<file path="src/rtl/mem_access.sv">
// M-stage load/store unit: one bus transaction per access through an IDLE/REQ/DONE FSM with a timeout.
// Define MEM_ACCESS_ALIGN_EXC_EN to raise adel/ades on misaligned half/word accesses instead of issuing them.
module mem_access #(
  parameter int unsigned TIMEOUT_CYCLES = 255
) (
  input  logic        clk,
  input  logic        rst,
  input  logic        memenM,
  input  logic        memwriteM,
  input  logic [1:0]  sizeM,
  input  logic        signedM,
  input  logic [31:0] addrM,
  input  logic [31:0] wdataM,
  output logic [31:0] rdataM,
  output logic        stallM,
  output logic        bus_req,
  output logic        bus_we,
  output logic [31:0] bus_addr,
  output logic [3:0]  bus_be,
  output logic [31:0] bus_wdata,
  input  logic        bus_ack,
  input  logic [31:0] bus_rdata,
  output logic        bus_err,
  output logic        adel,
  output logic        ades,
  output logic [1:0]  dbgState
);

  typedef enum logic [1:0] {
    IDLE = 2'd0,
    REQ  = 2'd1,
    DONE = 2'd2
  } stateT;

  localparam logic [15:0] LAST_WAIT = 16'(TIMEOUT_CYCLES - 1);

  stateT       state;
  logic [15:0] toCnt;
  logic [1:0]  sizeQ;
  logic        signedQ;
  logic [1:0]  offQ;

  logic        isHalf;
  logic        isWord;
  logic        misaligned;
  logic        startAcc;
  logic [3:0]  nextBe;
  logic [31:0] nextWdata;
  logic [7:0]  laneByte;
  logic [15:0] laneHalf;
  logic [31:0] loadData;

  assign isHalf = (sizeM == 2'b01);
  assign isWord = sizeM[1];

`ifdef MEM_ACCESS_ALIGN_EXC_EN
  assign misaligned = (isHalf & addrM[0]) | (isWord & (addrM[1:0] != 2'b00));
  assign adel = ~rst & (state == IDLE) & memenM & misaligned & ~memwriteM;
  assign ades = ~rst & (state == IDLE) & memenM & misaligned & memwriteM;
`else
  // Offending low address bits are simply dropped by the lane logic below.
  assign misaligned = 1'b0;
  assign adel = 1'b0;
  assign ades = 1'b0;
`endif

  assign startAcc = (state == IDLE) & memenM & ~misaligned;
  assign stallM   = startAcc | (state == REQ);
  assign dbgState = state;

  always_comb begin
    nextBe    = 4'b1111;
    nextWdata = wdataM;
    if (sizeM == 2'b00) begin
      nextBe    = 4'b0001 << addrM[1:0];
      nextWdata = {4{wdataM[7:0]}};
    end else if (isHalf) begin
      nextBe    = addrM[1] ? 4'b1100 : 4'b0011;
      nextWdata = {2{wdataM[15:0]}};
    end
  end

  // Lane extraction uses only the captured access attributes, never the live M-stage inputs.
  always_comb begin
    laneByte = bus_rdata[7:0];
    case (offQ)
      2'd1:    laneByte = bus_rdata[15:8];
      2'd2:    laneByte = bus_rdata[23:16];
      2'd3:    laneByte = bus_rdata[31:24];
      default: laneByte = bus_rdata[7:0];
    endcase
    laneHalf = offQ[1] ? bus_rdata[31:16] : bus_rdata[15:0];
    loadData = bus_rdata;
    if (sizeQ == 2'b00)
      loadData = {{24{signedQ & laneByte[7]}}, laneByte};
    else if (sizeQ == 2'b01)
      loadData = {{16{signedQ & laneHalf[15]}}, laneHalf};
  end

  always_ff @(posedge clk or posedge rst) begin
    if (rst) begin
      state     <= IDLE;
      toCnt     <= '0;
      rdataM    <= '0;
      bus_req   <= 1'b0;
      bus_we    <= 1'b0;
      bus_addr  <= '0;
      bus_be    <= '0;
      bus_wdata <= '0;
      bus_err   <= 1'b0;
      sizeQ     <= '0;
      signedQ   <= 1'b0;
      offQ      <= '0;
    end else begin
      bus_err <= 1'b0;
      case (state)
        IDLE: begin
          if (startAcc) begin
            state     <= REQ;
            bus_req   <= 1'b1;
            bus_we    <= memwriteM;
            bus_addr  <= {addrM[31:2], 2'b00};
            bus_be    <= nextBe;
            bus_wdata <= nextWdata;
            sizeQ     <= sizeM;
            signedQ   <= signedM;
            offQ      <= addrM[1:0];
            toCnt     <= '0;
          end
        end
        REQ: begin
          // An ack in the final allowed cycle wins over the timeout.
          if (bus_ack) begin
            state   <= DONE;
            bus_req <= 1'b0;
            if (!bus_we) rdataM <= loadData;
          end else if (toCnt == LAST_WAIT) begin
            state   <= DONE;
            bus_req <= 1'b0;
            bus_err <= 1'b1;
            toCnt   <= toCnt + 16'd1;
            if (!bus_we) rdataM <= '0;
          end else begin
            toCnt <= toCnt + 16'd1;
          end
        end
        DONE: state <= IDLE;
        default: state <= IDLE;
      endcase
    end
  end

endmodule
</file>
<file path="config.mk">
export PLATFORM = sky130hd
export DESIGN_NAME = mem_access
export DESIGN_NICKNAME = d
export VERILOG_FILES = /design/src/rtl/mem_access.sv
export SDC_FILE = /design/constraint.sdc
export NUM_CORES = 1
export LEC_CHECK = 0
export CAP_MARGIN = 20
export CORE_AREA = 5 5 116 118
export CTS_BUF_LIST = sky130_fd_sc_hd__clkbuf_8
export CTS_CLUSTER_DIAMETER = 40
export CTS_CLUSTER_SIZE = 28
export DETAILED_ROUTE_END_ITERATION = 6
export DIE_AREA = 0 0 121 123
export PLACE_DENSITY = 0.92
export SYNTH_ARGS = -nofsm -noshare
export SYNTH_HDL_FRONTEND = slang
export SYNTH_SLANG_ARGS = --single-unit
</file>
<file path="constraint.sdc">
create_clock -name clk -period 8 [get_ports clk]
set_input_delay 2 -clock clk [delete_from_list [all_inputs] [get_ports clk]]
set_output_delay 2 -clock clk [all_outputs]
set_load 0.1 [all_outputs]
</file>
==> qor.yml, run 1 <==
rr_worst_depth: 4
clock_path_buffers: 2
insertion_delay_ns: 0.45
port_buffers: 207
syn_avg_cell_area_sq_um: 9.80
ys_ff_latch: 124
worst_slack_ns: 2.14
die_height_um: 123
final_cells: 988
rrSetupSlack_ns: 5.49
setup_violations: 0
ant_nets: 0
cts.hold.buffers_added: 0
drive_above_1_share_pct: 8.21
core_sq_um: 12400
vias_per_cell: 5.43
async_flop_share_pct: 100
synthFlopType: "dfrtp_1"
cts_sinks: 124
required_ns: 6.00
num_io_pins: 212
fin_skew_ns: 0.0115
track_usage_pct: 22.9
critPathKind: "primary input to output pin"
first_iter_violations: 380
outcome: "complete, no violations"
multiInputGateArea_sq_um: 2640
synth_top_area_share_pct: 51.9
reg2reg_from: "offQ[1]"
drv_slew: 0
netlist_area_sq_um: 5980
max_freq_ghz: 0.171
final_nets: 909
dp_slack_ns: 2.16
rows: 41
synth_edf_count: 0
worstPathMaxFanout: 5
first_pass_iters: 7
critPathCapture: "stallM"
final.setup.tns_ns: 0
cts_setup_buffers: 0
fin_crit_sh_pct: 73.3
antenna_cells: 0
cts-root-buf: "clkbuf_8"
cp-startpoint: "memenM"
worstPathArrival_ns: 3.86
tightestPinTransition_ns: 1.06
register_area_sq_um: 3100
die-area_sq_um: 14900
relSlewSlack_pct: 29.3
cts.clk_slew.worst_paths_ns: 0.07
vias: 5361
grt_pass1_wl_um: 26600
hold_viol: 0
dp_cells: 956
routabilityCongestion: 0.823
overflow: 0
ys_top_cells_by_area: "dfrtp_1, nand2_1, mux2i_1"
nFillCells: 932
synth_top_area_cell: "dfrtp_1"
grt_pass1_vias: 5304
drcViolationCount: 0
r2r_end: "rdataM[17]"
wl_per_cell_um: 17.3
placed_area_sq_um: 8110
yosysWarnings: 0
synthCells: 610
antenna_found_initial: 0
cts_resized: 0
hp-class: "flop to flop"
cts_tree: "yes"
min_from: "bus_addr[21]"
post-route-min-period_ns: 5.86
startpoint_type: "primary input"
end_kind: "output pin"
dp.final_hpwl_um: 12400
syn2layout_area_growth_pct: 42.5
cap_violations: 0
ys_types: 58
rsz0062_at_grt: "no"
wl_um: 17000
final_area_sq_um: 8520
ys_seq_area_share_pct: 51.9
cts_buffers: 17
die_x_um: 121
grt_max_degree: 100
htreeDepth: 4
floorplan.initialDensity_pct: 48.4
## worst min path at each step
stage,to,slack [ns],depth (start not counted)
2_1_floorplan,signedQ,0.49,2
3_3_place_gp,bus_addr[17],0.46,2
3_5_place_dp,bus_addr[21],0.46,2
4_1_cts,bus_addr[21],0.48,2
5_1_grt,bus_addr[21],0.49,2
6_report,bus_addr[21],0.47,2
## through the flow
stage / hold WS (ns) / utilization (%)
after detailed placement: 0.461 / 65.6
after floorplan: 0.492 / -
after global routing: 0.490 / 68.9
after global placement: 0.457 / 65.4
final: 0.471 / 68.9
after CTS: 0.478 / 68.9
## metal layers
metal | GRT usage [%] | vias to the layer above | part of all wire (%)
met5 | 0 | - | 0
met4 | 10.1 | 0 | 2.6
met3 | 8.55 | 39 | 9.4
met2 | 38.0 | 249 | 49
met1 | 26.7 | 2545 | 39
li1 | - | 2528 | -
## flip-flops by register name, summed over array words and instances (netlist names)
register / count
toCnt: 16
dbgState: 2
bus_err: 1
bus_be: 4
bus_we: 1
bus_req: 1
sizeQ: 2
rdataM: 32
bus_wdata: 32
offQ: 2
bus_addr: 30
signedQ: 1
## layout by cell type (no fill, tap or decap), types with 9 or more instances in the layout
cell / n
a21o_1: 15
a21oi_1: 16
a221o_2: 10
clkbuf_8: 18
clkdlybuf4s50_1: 207
dfrtp_1: 124
inv_1: 14
mux2i_1: 33
nand2_1: 165
nor2_1: 25
nor3b_1: 9
o21ai_0: 52
or3b_2: 9
## critical path, cell delays in order
cell	delay [ns]
clkdlybuf4s50_1	0.54
nor2_1	0.06
nor2_1	0.11
clkdlybuf4s50_1	1.15
## cell families (layout without fill, tap and decap cells)
kind of cell    Yosys count  in the layout  share of synthesized area (%)
mux                      36             36                           6.28
fa+ha+maj                 2              2                          0.419
other cells               1              4                         0.0627
flops                   124            124                           51.9
compound gates          140            140                           16.3
buf+inv                  49            252                           4.16
simple gates            253            253                           20.1
xor+xnor                  5              5                          0.732
## synth_stat cells (3+ instances only)
master and n:
a211oi_1 7, a21o_1 15, a21oi_1 16, a221o_1 6
a221o_2 10, a22o_1 8, a2bb2oi_1 8, a31oi_1 6
and2_1 4, buf_2 10, buf_4 8, buf_6 3
clkbuf_1 18, dfrtp_1 124, inv_1 8, mux2i_1 33
nand2_1 165, nand2b_1 3, nand3_1 4, nor2_1 25
nor3_1 8, nor3b_1 9, o21ai_0 52, o31ai_1 3
or3_2 3, or3b_2 10, xor2_1 4
## cell type report
| class | instances | share of cell area [%] |
|---|---|---|
| tap | 172 | 2.53 |
| inverter | 9 | 0.426 |
| timing repair buffer | 211 | 24.8 |
| clock inverter | 14 | 1.92 |
| multi-input combinational | 440 | 31.0 |
| clock buffer | 18 | 2.91 |
| sequential | 124 | 36.4 |
Power of run 1 is not shown: default switching activity piles up to over one toggle a cycle in this logic, so the estimate is an artifact.
==> run 2, diff against run 1 <==
--- a/config.mk
+++ b/config.mk
@@ -6,13 +6,13 @@
 export NUM_CORES = 1
 export LEC_CHECK = 0
 export CAP_MARGIN = 20
-export CORE_AREA = 5 5 116 118
+export CORE_AREA = 5 5 119 121
 export CTS_BUF_LIST = sky130_fd_sc_hd__clkbuf_8
 export CTS_CLUSTER_DIAMETER = 40
 export CTS_CLUSTER_SIZE = 28
 export DETAILED_ROUTE_END_ITERATION = 6
-export DIE_AREA = 0 0 121 123
-export PLACE_DENSITY = 0.92
+export DIE_AREA = 0 0 124 126
+export PLACE_DENSITY = 0.88
 export SYNTH_ARGS = -nofsm -noshare
 export SYNTH_HDL_FRONTEND = slang
 export SYNTH_SLANG_ARGS = --single-unit
==> constraint.sdc (replaced) <==
create_clock -name clk -period 5.8 [get_ports clk]
set_input_delay 1.45 -clock clk [delete_from_list [all_inputs] [get_ports clk]]
set_output_delay 1.45 -clock clk [all_outputs]
set_load 0.1 [all_outputs]
==> run 2 against run 1 <==
Against the previous run:
- clock-buffer cell count increased by 3
- die area is 5.0% higher
- core utilization shrank 3.1 points
- final cell count grew 0.61%
- cell area increased by 0.28%
- flip-flop and latch count unchanged
==> qor.yml, run 2 (same netlist as run 1, synthesis figures left out) <==
rows: 42  # +2.4%
fin_skew_ns: 0.00975  # -0.00179 ns
hp-class: "flop to flop"
post-route-min-period_ns: 3.88
cts_setup_buffers: 0  # unchanged
top_regs: "bus_wdata x32, rdataM x32, bus_addr x30"
die_x_um: 124  # +2.5%
tightestPinTransition_ns: 1.12  # +0.0664 ns
max_freq_ghz: 0.258
worstPathMaxFanout: 5  # unchanged
hold_viol: 0  # unchanged
ant_nets: 0  # unchanged
antenna_cells: 0  # unchanged
rsz0062_at_grt: "no"
vias_per_cell: 5.30  # -2.4%
cts_resized: 0  # unchanged
die-area_sq_um: 15600  # +5.0%
nFillCells: 1004  # +7.7%
final.setup.tns_ns: 0  # unchanged
grt_pass1_vias: 5106  # -3.7%
startpoint_type: "primary input"
syn2layout_area_growth_pct: 42.9
port_buffers: 207  # unchanged
num_io_pins: 212  # unchanged
cts.clk_slew.worst_paths_ns: 0.07  # about the same
cts_tree: "yes"
wl_um: 16900  # -1.1%
r2r_end: "rdataM[15]"
first_pass_iters: 5  # -2
htreeDepth: 4  # unchanged
grt_pass1_wl_um: 26200  # -1.2%
grt_max_degree: 69  # -31%
cts_sinks: 124  # unchanged
wl_per_cell_um: 17.0  # -1.7%
crit_top_cell: "nor2_1"
grtUsageMet1_pct: 25.5  # -1.2 points
cts-root-buf: "clkbuf_8"
insertion_delay_ns: 0.44  # about the same
fin_crit_sh_pct: 66.9
cp-startpoint: "memenM"
critPathKind: "primary input to output pin"
end_kind: "output pin"
cpMaxStageDelayCell: "clkdlybuf4s50_1"
antenna_found_initial: 0  # unchanged
met3_usage_pct: 8.21  # -0.35 points
first_iter_violations: 294  # -23%
final_cell_mix: "clkdlybuf4s50_1, nand2_1, dfrtp_1"
overflow: 0  # unchanged
slowest_delay_ns: 0.53  # -0.62 ns
path_cells: "clkdlybuf4s50_1 -> nor2_1 -> nor2_1 -> buf_4"
final_common_cell: "clkdlybuf4s50_1"
core_sq_um: 13000  # +5.0%
required_ns: 4.35  # -1.65 ns
die_height_um: 126  # +2.4%
rr_worst_depth: 4  # unchanged
drcViolationCount: 0  # unchanged
track_usage_pct: 21.5  # -1.4 points
worstPathArrival_ns: 2.43  # -1.43 ns
cts.hold.buffers_added: 0  # unchanged
clock_path_buffers: 2  # unchanged
outcome: "complete, no violations"
vias: 5266  # -1.8%
relSlewSlack_pct: 24.9  # -4.4 points
reg2reg_from: "offQ[1]"
floorplan.initialDensity_pct: 46.1  # -2.3 points
cap_violations: 0  # unchanged
drive_above_1_share_pct: 9.29  # +1.1 points
cts_buffers: 17  # unchanged
dp.final_hpwl_um: 12300  # -0.22%
drv_slew: 0  # unchanged
top_usage_layer: "met2"
final_nets: 911  # +0.22%
grtUsageMet2_pct: 35.9  # -2.0 points
routabilityCongestion: 0.826  # +0.30%
setup_violations: 0  # unchanged
rrSetupSlack_ns: 3.29  # -2.20 ns
critPathCapture: "stallM"
==> run 2: worst min path at each step <==
| stage | startpoint | to | slack, ns | depth (start not counted) |
|---|---|---|---|---|
| 2_1_floorplan | signedQ | signedQ | 0.49 | 2 |
| 3_3_place_gp | bus_addr[24] | bus_addr[24] | 0.46 | 2 |
| 3_5_place_dp | bus_addr[24] | bus_addr[24] | 0.46 | 2 |
| 4_1_cts | bus_addr[28] | bus_addr[28] | 0.48 | 2 |
| 5_1_grt | rdataM[4] | rdataM[4] | 0.49 | 1 |
| 6_report | bus_addr[3] | bus_addr[3] | 0.48 | 2 |
==> run 2: cell type report <==
type	instances	area [sq um]	area share [%]
Clock buffer	21	289	3.38
Clock inverter	11	141	1.65
Inverter	9	36.3	0.425
Multi-Input combinational cell	440	2640	30.9
Sequential cell	124	3100	36.3
Tap cell	176	220	2.58
Timing Repair Buffer	213	2110	24.7
==> run 2: routing by layer <==
layer	share of wire (%)	wire length, um	vias up
met3	9.6	1610	22
met4	1.6	270	0
met5	0	0	-
met1	40	6720	2539
li1	-	-	2521
met2	49	8250	184
==> run 2: worst max-delay path, delay by kind of cell <==
family / cells / cell delay, ns
buffers and inverters: 2 / 0.83
AND/OR/NAND/NOR: 2 / 0.16
==> run 2: through the flow <==
step                area [sq um]  hold slack [ns]  std cells  setup WS [ns]  util, %
global placement            8120            0.457        962           1.95     62.5
detailed placement          8120            0.462        962           1.92     62.5
floorplan                   5990            0.492        613           1.05        -
CTS                         8550            0.478        994           1.92     65.8
finish                      8550            0.478        994           1.92     65.8
global route                8550            0.488        994           1.86     65.8
Power of run 2 is left out for the same reason.
==> run 3, diff against run 2 <==
==> constraint.sdc (replaced) <==
create_clock -name clk -period 4 [get_ports clk]
set_input_delay 1 -clock clk [delete_from_list [all_inputs] [get_ports clk]]
set_output_delay 1 -clock clk [all_outputs]
set_load 0.1 [all_outputs]
==> run 3 against run 2 <==
Against the previous run:
- first-iteration DRC count fell by 1.4%
- core utilization fell by 0.15 points
- worst hold slack got worse by 0.0047 ns
- critical path type is now flop to output pin
- critical endpoint is now dbgState[0]
- largest cell class unchanged
==> qor.yml, run 3 (same netlist as run 1, synthesis figures left out) <==
first_iter_violations: 290  # -1.4%
grt_max_degree: 100  # +45%
final.setup.tns_ns: 0  # unchanged
vias: 5251  # -0.28%
drive_above_1_share_pct: 9.27  # -0.023 points
fin_skew_ns: 0.0102  # +0.000410 ns
path_cells: "clkdlybuf4s50_1"
grt_pass1_wl_um: 26500  # +1.1%
cap_violations: 0  # unchanged
rr_worst_depth: 7  # +3
die_x_um: 124  # unchanged
die_height_um: 126  # unchanged
multiInputGateArea_sq_um: 2640  # unchanged
wl_um: 16700  # -0.81%
required_ns: 3.00  # -1.35 ns
drcViolationCount: 0  # unchanged
cts_setup_buffers: 0  # unchanged
outcome: "complete, no violations"
wl_met3_um: 1680  # +4.0%
cts.clk_slew.worst_paths_ns: 0.06  # about the same
overflow: 0  # unchanged
cts.hold.buffers_added: 0  # unchanged
vias_per_cell: 5.27  # -0.49%
cts-root-buf: "clkbuf_8"
syn2layout_area_growth_pct: 42.6
cts_buffers: 17  # unchanged
antenna_cells: 0  # unchanged
dp_cells: 965  # +0.31%
top_regs: "bus_wdata x32, rdataM x32, bus_addr x30"
die-area_sq_um: 15600  # unchanged
drv_slew: 0  # unchanged
cp.depth: 1  # -3
critPathKind: "flop to output pin"
cpMaxStageDelayCell: "clkdlybuf4s50_1"
insertion_delay_ns: 0.43  # about the same
grt_pass1_vias: 5319  # +4.2%
rsz0062_at_grt: "no"
final_cell_mix: "clkdlybuf4s50_1, nand2_1, dfrtp_1"
first_pass_iters: 5  # unchanged
wl_per_cell_um: 16.8  # -1.0%
port_buffers: 207  # unchanged
floorplan.initialDensity_pct: 46.1  # unchanged
clock_path_buffers: 2  # unchanged
setup_violations: 0  # unchanged
wl_met1_um: 6540  # -2.7%
final_nets: 914  # +0.33%
cts_sinks: 124  # unchanged
hold_path_depth: 2  # unchanged
worstPathArrival_ns: 2.13  # -0.30 ns
htreeDepth: 4  # unchanged
ant_nets: 0  # unchanged
worstPathMaxFanout: 10  # +5
highest-signal-layer: "met4"
final_cells: 996  # +0.20%
tightestPinTransition_ns: 1.08  # -0.0443 ns
hp-class: "flop to flop"
hold_viol: 0  # unchanged
final_common_cell: "clkdlybuf4s50_1"
register_area_sq_um: 3100  # unchanged
track_usage_pct: 21.5  # about the same
slowest_delay_ns: 1.19  # +0.66 ns
routabilityCongestion: 0.880  # +6.6%
dp.final_hpwl_um: 12300  # -0.45%
cts_tree: "yes"
core_sq_um: 13000  # unchanged
nFillCells: 1054  # +5.0%
cp_num_buf_inv: 1  # -1
rows: 42  # unchanged
startpoint_type: "flop"
fin_crit_sh_pct: 78.2
antenna_found_initial: 0  # unchanged
end_kind: "output pin"
wl_met2_um: 8180  # -0.80%
max_freq_ghz: 0.320
post-route-min-period_ns: 3.13
cts_resized: 0  # unchanged
relSlewSlack_pct: 28.1  # +3.2 points
crit_family: "buffers and inverters"
num_io_pins: 212  # unchanged
==> run 3: cell count changes in the layout (fill, tap and decap cells not counted) <==
cell        previous run  this run
buf_12                 0         1
buf_4                  7         9
bufinv_16              3         1
clkbuf_8              21        22
clkinv_4               2         0
clkinvlp_4             2         3
inv_1                  8        10
inv_4                  1         0
==> run 3: path summary, 6_finish.rpt <==
path	slack, ns	from	end
worst max-delay path	0.87	dbgState[0]	dbgState[0]
worst min-delay path	0.47	bus_addr[3]	bus_addr[3]
worst max register to register	1.79	toCnt[0]	rdataM[8]
worst min register to register	0.47	bus_addr[3]	bus_addr[3]
max in group asynchronous	2.15	rst	rdataM[22]
min in group asynchronous	1.01	rst	bus_wdata[22]
==> run 3: layout make-up <==
type	count	area share [%]
Sequential cell	124	36.4
Multi-Input combinational cell	440	31.0
Timing Repair Buffer	216	25.2
Clock buffer	22	3.55
Tap cell	176	2.58
Clock inverter	9	0.837
Inverter	9	0.440
==> run 3: through the flow <==
stage	cell area, sq um	hold slack, ns	setup slack [ns]	utilization (%)
finish	8530	0.473	0.873	65.7
global route	8530	0.499	0.789	65.7
CTS	8530	0.478	0.864	65.7
detailed placement	8150	0.462	1.03	62.8
global placement	8150	0.457	1.04	62.8
floorplan	5990	0.492	0.614	-
==> run 3: metal layers <==
layer / up-vias / GRT usage [%]
met4: 0 / 7.15
met2: 205 / 35.2
li1: 2524 / -
met1: 2492 / 25.6
met5: - / 0
met3: 30 / 8.92
Power of run 3 is left out for the same reason.
